**config.mk**
```make
export PLATFORM = sky130hd
export DESIGN_NAME = hssi_rst_ack_responder
export DESIGN_NICKNAME = d
export VERILOG_FILES = /design/src/rtl/hssi_rst_ack_responder.sv
export SDC_FILE = /design/constraint.sdc
export NUM_CORES = 2
export LEC_CHECK = 0
export ABC_AREA = 1
export BUFFER_PORTS_ARGS = -buffer_cell sky130_fd_sc_hd__buf_2
export CELL_PAD_IN_SITES_DETAIL_PLACEMENT = 1
export CELL_PAD_IN_SITES_GLOBAL_PLACEMENT = 1
export CORE_UTILIZATION = 50
export CTS_CLUSTER_SIZE = 20
export DETAILED_ROUTE_END_ITERATION = 8
export PLACE_DENSITY_LB_ADDON = 0.05
export SETUP_SLACK_MARGIN = 0.3
export SYNTH_ARGS = -nofsm -noshare
export SYNTH_HDL_FRONTEND = slang
export SYNTH_SLANG_ARGS = --single-unit
```
**constraint.sdc**
```tcl
create_clock -name clk -period 73.2 [get_ports clk]
set_clock_uncertainty 0.2 [all_clocks]
set_input_delay 14.64 -clock clk [delete_from_list [all_inputs] [get_ports clk]]
set_output_delay 14.64 -clock clk [all_outputs]
set_load 0.01 [all_outputs]
```
**src/rtl/hssi_rst_ack_responder.sv**
```systemverilog
// Responder for the HSSI CSR cold/TX/RX reset request-acknowledge handshake:
// holds channel resets for at least HOLD_CYC, then acks until the channel reports ready or times out.
module hssi_rst_dir #(
  parameter int HOLD_CYC    = 16,
  parameter int TIMEOUT_CYC = 100000,
  parameter int CW          = 17
) (
  input  logic clk,
  input  logic rst,
  input  logic own,
  input  logic own_rst,
  input  logic req,
  input  logic ready,
  output logic chan_rst,
  output logic ack,
  output logic to_hit
);
  typedef enum logic [1:0] {IDLE, ASSERT, HELD, RELEASE} st_t;

  localparam logic [CW-1:0] HOLD_V  = CW'(HOLD_CYC);
  localparam logic [CW-1:0] TO_LAST = CW'(TIMEOUT_CYC - 1);

  st_t           st;
  logic [CW-1:0] cnt;
  logic          short_q;

  assign to_hit = !own && (st == RELEASE) && !ready && (cnt >= TO_LAST);

  // own: the cold sequencer has taken every channel; its reset level wins and no error is raised
  always_ff @(posedge clk or posedge rst) begin
    if (rst) begin
      st       <= IDLE;
      cnt      <= '0;
      short_q  <= 1'b0;
      chan_rst <= 1'b1;
      ack      <= 1'b0;
    end else if (own) begin
      st       <= IDLE;
      cnt      <= '0;
      short_q  <= 1'b0;
      chan_rst <= own_rst;
      ack      <= 1'b0;
    end else begin
      case (st)
        IDLE: begin
          if (req) begin
            st       <= ASSERT;
            chan_rst <= 1'b1;
            cnt      <= CW'(1);
          end
        end
        ASSERT: begin
          if (cnt >= HOLD_V) begin
            st      <= HELD;
            ack     <= 1'b1;
            short_q <= !req;
          end else begin
            cnt <= cnt + CW'(1);
          end
        end
        HELD: begin
          // a request dropped before the hold finished gets a single-cycle ack
          if (short_q || !req) begin
            st       <= RELEASE;
            chan_rst <= 1'b0;
            ack      <= !short_q;
            cnt      <= '0;
          end
        end
        RELEASE: begin
          if (ready || (cnt >= TO_LAST)) begin
            st  <= IDLE;
            ack <= 1'b0;
            cnt <= '0;
          end else begin
            cnt <= cnt + CW'(1);
          end
        end
        default: st <= IDLE;
      endcase
    end
  end
endmodule

module hssi_rst_ack_responder #(
  parameter int NUM_CH      = 16,
  parameter int HOLD_CYC    = 16,
  parameter int TIMEOUT_CYC = 100000
) (
  input  logic              clk,
  input  logic              rst,
  input  logic              i_cold_rst,
  output logic              o_cold_rst_ack,
  input  logic [NUM_CH-1:0] i_tx_rst,
  input  logic [NUM_CH-1:0] i_rx_rst,
  output logic [NUM_CH-1:0] o_tx_rst_ack,
  output logic [NUM_CH-1:0] o_rx_rst_ack,
  output logic [NUM_CH-1:0] o_chan_tx_rst,
  output logic [NUM_CH-1:0] o_chan_rx_rst,
  input  logic [NUM_CH-1:0] i_tx_lanes_stable,
  input  logic [NUM_CH-1:0] i_rx_pcs_ready,
  output logic [NUM_CH-1:0] o_timeout_err
);
  localparam int CW = $clog2(TIMEOUT_CYC + 1);
  localparam logic [CW-1:0] HOLD_V  = CW'(HOLD_CYC);
  localparam logic [CW-1:0] TO_LAST = CW'(TIMEOUT_CYC - 1);

  typedef enum logic [2:0] {C_INIT, C_IDLE, C_ASSERT, C_HELD, C_RELEASE} cst_t;

  cst_t              cst;
  logic [CW-1:0]     ccnt;
  logic [NUM_CH-1:0] ch_ready;
  logic              all_ready;
  logic              own;
  logic              own_rst;
  logic [NUM_CH-1:0] tx_to;
  logic [NUM_CH-1:0] rx_to;

  assign ch_ready  = i_tx_lanes_stable & i_rx_pcs_ready;
  assign all_ready = &ch_ready;

  // next-cycle channel reset level whenever the cold sequencer owns the channels
  always_comb begin
    own     = 1'b1;
    own_rst = 1'b0;
    case (cst)
      C_IDLE: begin
        own     = i_cold_rst;
        own_rst = i_cold_rst;
      end
      C_ASSERT: own_rst = 1'b1;
      C_HELD:   own_rst = i_cold_rst;
      default:  own_rst = 1'b0;
    endcase
  end

  always_ff @(posedge clk or posedge rst) begin
    if (rst) begin
      cst            <= C_INIT;
      ccnt           <= '0;
      o_cold_rst_ack <= 1'b0;
      o_timeout_err  <= '0;
    end else begin
      o_timeout_err <= o_timeout_err | tx_to | rx_to;
      case (cst)
        C_INIT: begin
          if (all_ready || (ccnt >= TO_LAST)) begin
            cst  <= C_IDLE;
            ccnt <= '0;
          end else begin
            ccnt <= ccnt + CW'(1);
          end
        end
        C_IDLE: begin
          if (i_cold_rst) begin
            cst           <= C_ASSERT;
            ccnt          <= CW'(1);
            o_timeout_err <= '0;
          end
        end
        C_ASSERT: begin
          if (ccnt >= HOLD_V) begin
            cst            <= C_HELD;
            o_cold_rst_ack <= 1'b1;
          end else begin
            ccnt <= ccnt + CW'(1);
          end
        end
        C_HELD: begin
          if (!i_cold_rst) begin
            cst  <= C_RELEASE;
            ccnt <= '0;
          end
        end
        C_RELEASE: begin
          if (all_ready) begin
            cst            <= C_IDLE;
            o_cold_rst_ack <= 1'b0;
          end else if (ccnt >= TO_LAST) begin
            cst            <= C_IDLE;
            o_cold_rst_ack <= 1'b0;
            o_timeout_err  <= o_timeout_err | ~ch_ready;
          end else begin
            ccnt <= ccnt + CW'(1);
          end
        end
        default: cst <= C_INIT;
      endcase
    end
  end

  for (genvar g = 0; g < NUM_CH; g++) begin : g_ch
    hssi_rst_dir #(.HOLD_CYC(HOLD_CYC), .TIMEOUT_CYC(TIMEOUT_CYC), .CW(CW)) u_tx (
      .clk(clk), .rst(rst), .own(own), .own_rst(own_rst),
      .req(i_tx_rst[g]), .ready(i_tx_lanes_stable[g]),
      .chan_rst(o_chan_tx_rst[g]), .ack(o_tx_rst_ack[g]), .to_hit(tx_to[g])
    );
    hssi_rst_dir #(.HOLD_CYC(HOLD_CYC), .TIMEOUT_CYC(TIMEOUT_CYC), .CW(CW)) u_rx (
      .clk(clk), .rst(rst), .own(own), .own_rst(own_rst),
      .req(i_rx_rst[g]), .ready(i_rx_pcs_ready[g]),
      .chan_rst(o_chan_rx_rst[g]), .ack(o_rx_rst_ack[g]), .to_hit(rx_to[g])
    );
  end
endmodule

```
# Word level (Yosys, flattened, before mapping)
# Index checks and enable logic that the tools add are counted.
dict set report totals {
  ff_bits 741
  inputBits 67
  word_cells 1914
}
dict set report classes {
  addsub 33
  n_lt_le_gt_ge 66
  eq_ne 268
  mux 792
  bitwise_logic 5
  n_reduce_logical 586
}
# operator n
set op_table {}
lappend op_table {{$mux 17} 166}
lappend op_table {{$pmux 17 s4} 32}
lappend op_table {{$add 17x1->17 const B} 33}
lappend op_table {{$ge 17x17->1 const B} 33}
lappend op_table {{$ge 17x5->1 const B} 33}
lappend op_table {{$mux 1} 324}
lappend op_table {{$mux 2} 160}
lappend op_table {{$ne 3x2->1 const B} 96}
lappend op_table {{$pmux 2 s4} 32}
lappend op_table {{$reduce_and 4->1} 64}
lappend op_table {{$reduce_and 3->1} 65}
lappend op_table {{$ne 3x1->1 const B} 64}
lappend op_table {{$reduce_bool 2->1} 65}
lappend op_table {{$eq 2x2->1 const B} 64}
lappend op_table {{$reduce_bool 4->1} 32}
lappend op_table {{$logic_not 1->1} 97}
lappend op_table {{$logic_and 1x1->1} 96}
lappend op_table {{$pmux 1 s3} 32}
lappend op_table {{$reduce_bool 3->1} 32}
lappend op_table {{$pmux 17 s5} 1}
lappend op_table {{$pmux 1 s2} 34}
lappend op_table {{$logic_or 1x1->1} 65}
lappend op_table {{$eq 2x1->1 const B} 32}
lappend op_table {{$logic_not 2->1} 32}
lappend op_table {{19 further kinds} 66}

# Logic depth before layout (Yosys ltp)
dict set report logic_depth {
  depth_word 11
  ltp_mapped 14
}

# Modules after synthesis
# A second synthesis with hierarchy kept.
dict set report unflattened {
  hier_cells 7788
  area_unflattened_um2 54745.0
}
# module instances cells_each area_each_um2 seq_area_each_um2
set modules_own_cells {}
lappend modules_own_cells {{hssi_rst_dir (g_ch[0].u_rx ...)} 27 231 1605.3 551.8}
lappend modules_own_cells {{hssi_rst_dir (g_ch[8].u_rx ...)} 4 230 1774.2 551.8}
lappend modules_own_cells {hssi_rst_ack_responder 1 405 2742.6 925.9}
lappend modules_own_cells {{hssi_rst_dir (g_ch[4].u_tx)} 1 226 1562.7 551.8}

# Least setup slack after synthesis
# OpenSTA, ideal clock, no wires.
dict set report synth_timing {
  kind {input-to-reg}
  start {in i_cold_rst}
  end {reg g_ch[6].u_tx.cnt[11]}
  arrival_time_ns 15.833
  required_time_ns 72.878
  slack_ns 57.045
  stages 11
  cell_sequence {nor3_4 -> buf_6 -> buf_6 -> nand2_1 -> nand2_2 -> inv_2 -> buf_2 -> nand2_1 -> nand2_1 -> nand2_1 -> nor2_1}
}
dict set report synth_between {
  elab_chain_cells 3
}
# element line
set synth_lines {}
lappend synth_lines {{from (decl)} 92} ;# input logic i_cold_rst,
lappend synth_lines {{$mux 1 (*)} 126} ;# case (cst)
lappend synth_lines {{$ne 3x1->1 (no source line) or $ne 3x2->1 (tied branches)} -}
lappend synth_lines {{$reduce_and 3->1 (no source line)} -}
lappend synth_lines {{to (signal assigned)} 58} ;# cnt <= cnt + CW'(1);
lappend synth_lines {{to (signal assigned)} 76} ;# cnt <= cnt + CW'(1);
lappend synth_lines {{to (decl)} 24} ;# logic [CW-1:0] cnt;
# Every way passes the cells marked *; elsewhere a longest branch is shown, timed or not.
# A chain may end at the register's enable or synchronous reset.

# Worst setup path after layout
dict set report layout_timing {
  start {in i_cold_rst}
  end {reg g_ch[1].u_tx.cnt[16]}
}
dict set report layout_between {
  elab_chain_cells 3
}
# element line
set layout_lines {}
lappend layout_lines {{$mux 1 (*)} 126}
lappend layout_lines {{$ne 3x1->1 (no source line) or $ne 3x2->1 (tied branches)} -}
lappend layout_lines {{$reduce_and 3->1 (no source line)} -}
lappend layout_lines {{to (signal assigned)} 58}
lappend layout_lines {{to (signal assigned)} 76}
lappend layout_lines {{to (decl)} 24}
# Marked as above.

==> reports/metrics.yaml <==
outcome: "finished, final reports clean"
coreArea_mm2: 0.1020
worstRegToRegCells: 12
cts_sinks: 741
die_w_um: 323.0
cp-startpoint: "i_cold_rst"
synthMuxAreaShare: 0.003278
clk_latency_ps: 680
yosysMostFrequentCell: "nand2_1"
yosysTopAreaCellShare: 0.3443
slew_viol_final: 0
synth_commonest_cells: "nand2_1 (1960), nor2_1 (1244), inv_1 (1094)"
hold-path-endpoint: "g_ch[6].u_tx.ack"
synthesis.area_mm2: 0.05153
layout.nets: 8006
dieArea_mm2: 0.1044
portBuffers: 147
top_usage_layer: "met2"
rr_startpoint: "cst[2]"
p_total_uw: 1253
first_pass_iters: 5
hold_depth: 2
start_kind: "input pin"
path_clk_slew_ps: 60
synth_top_cell_by_area: "dfrtp_1"
vias: 50000
rows: 117
synth_top_family_by_area: "simple AND/OR/NAND/NOR gates"
htree_levels: 3
synthCells: 7656
gp_congestion: 0.8861
cts_root_buf: "clkbuf_16"
slowest_stage: "buf_4"
cp.required_ps: 73540
ant_nets: 0
synth_xor_area_frac: 0.02804
gr-total-overflow: 0
crit_arrival_ps: 17600
drive_gt1_frac: 0.05891
track_usage: 0.2992
r2r_setup_slack_ps: 69470
timing.rr.end: "g_ch[1].u_tx.cnt[16]"
synth-main-ff-cell: "dfrtp_1"
rsz0062_at_grt: "no"
fill_cells: 13790
hold_path.startpoint: "g_ch[6].u_tx.ack"
synth_seq_area_share: 0.3606
grt_pass1_wl_um: 260800
drv_cap: 0
synth-compound-area-share: 0.08612
cts_setup_buffers: 0
die_h_um: 323.0
synth_area_leaders: "dfrtp_1 (34%), nand2_1 (14%), nor2_1 (9.1%)"
synth_edf_count: 0
maxSlewHeadroom: 0.1786
hold_viol: 0
path_class: "input pin to flop"
cp_slowest_stage_delay_ps: 650
io_pins: 148
yosys_warnings: 0
drt-initial-drc-count: 2763
tns_ps: 0
routed_wl_um: 155400
dp.final_hpwl_um: 113300
use_met3: 0.04051
met1_usage: 0.3843
hp-class: "flop to flop"
leakage_uw: 0.02688
crit_buf_inv: 5
synthArstFlopShare: 1.000
drc: 0
path_max_fanout: 71
cts_buffers: 89
yosysUniqueCellTypes: 51
ys_seq_elements: 741
irDropWorstVdd_v: 0.00001765
synthSimpleGateAreaFrac: 0.3620
final_area_mm2: 0.05612
grt_pass1_vias: 52250
finalCriticalPeriod_ps: 17260
cellPowerDensity_mw_per_mm2: 22.33
use_met2: 0.5222
path_delay_family: "simple AND/OR/NAND/NOR gates"
postCtsHoldBufs: 0
synth_adder_area_share: 0.05439
drt-wirelength-per-cell_um: 16.96
clock.fmax_mhz: 57.95
clockBufferDepth: 3
setup_viol: 0
synth.avg_cell_area_um2: 6.731
worst_slew_pin_slew_ps: 1225
antenna_found_initial: 11
endpoint_kind: "flop"
cts.repair.resized: 0
post-route-period-util: 0.2357
grt_max_degree: 151
viasPerCell: 5.456
initial_core_util: 0.5050
cts_tree: "done"
post_dp_cell_area_mm2: 0.05295
worstPathCellList: "buf_2 > inv_1 > nand2_8 > buf_4 > nor2_1 > nand2_2 > inv_1 > nor2_1 > nand2_1 > inv_1 > nor2_1"
areaGrowthSynthToFinish_pct: 8.908
syn_nets: 7947
-- routing by layer --
metal  share of wire  vias to the layer above  wire, um
li1                -                    24480         -
met1            0.45                    24580     70050
met2            0.49                      678     75940
met3           0.038                      245      5844
met4           0.022                       10      3494
met5         0.00039                        -        61
-- state kept, by name, summed over array words and instances, names as in the netlist --
name,count
g_ch.u_rx.cnt,272
g_ch.u_rx.st,32
g_ch.u_tx.ack,16
g_ch.u_tx.st,32
o_timeout_err,16
cst,3
g_ch.u_rx.chan_rst,16
g_ch.u_tx.chan_rst,16
g_ch.u_tx.short_q,16
g_ch.u_rx.short_q,16
ccnt,17
o_cold_rst_ack,1
g_ch.u_tx.cnt,272
g_ch.u_rx.ack,16
-- worst max path at each step --
stage | end | slack, ps | depth (start not counted)
3_3_place_gp | g_ch[1].u_tx.cnt[3] | 55320 | 11
2_1_floorplan | ccnt[0] | 37620 | 1
4_1_cts | g_ch[1].u_tx.cnt[16] | 55950 | 11
3_5_place_dp | g_ch[1].u_tx.cnt[7] | 55220 | 11
6_report | g_ch[1].u_tx.cnt[16] | 55940 | 11
5_1_grt | g_ch[1].u_tx.cnt[16] | 55630 | 11
-- worst min-delay path: stages, from the launching register on --
cell and delay [ps]:
dfrtp_1 340, nand2_1 50, nand2_1 40
-- cells in the final DEF (no fill, tap or decap), drive strengths merged, types with 126 or more instances in the layout --
master / synthesis / layout
ha: 224 / 224
nor3: 209 / 209
nand3: 603 / 603
nand4: 290 / 290
buf: 174 / 171
clkbuf: 29 / 126
a21oi: 216 / 216
o21ai: 338 / 338
inv: 1112 / 1116
nand2: 1982 / 1982
dfrtp: 709 / 709
nor2: 1264 / 1264
xor2: 148 / 148
-- metrics by stage --
stage            util  worst slack, ps  std cells  hold slack (ps)
6_report       0.5500            55940       9163            263.1
5_1_grt        0.5500            55630       9162            289.2
4_1_cts        0.5500            55950       9160            268.6
3_5_place_dp   0.5190            55220       8992            254.0
3_3_place_gp   0.5190            55320       8992            249.4
2_1_floorplan       -            37620       7656            242.0
-- where the power goes --
group          internal [uW]  total (uW)  switching, uW
Combinational           82.5         297            214
Sequential               445         473           27.3
Clock                    291         484            193
Total                    819        1250            434
-- cell families after synthesis --
| group | after synthesis |
|---|---|
| AND/OR/NAND/NOR | 4408 |
| buffers and inverters | 1316 |
| AO/OA/AOI/OAI | 787 |
| flip-flops | 741 |
| adder cells (fa/ha/maj) | 224 |
| XOR/XNOR | 165 |
| multiplexers | 15 |
-- area by class of cell --
class	count	area, um2	share of cell area
diodes	3	7.507	0.0001338
clock buffers	126	2567	0.04575
clock inverters	42	594.3	0.01059
inverters	1113	4185	0.07457
multi-input cells	5599	27520	0.4904
flip-flops and latches	741	18580	0.3311
well taps	1368	1712	0.03050
repair buffers	171	953.4	0.01699
Note: power is estimated with default switching activity, not from simulation.
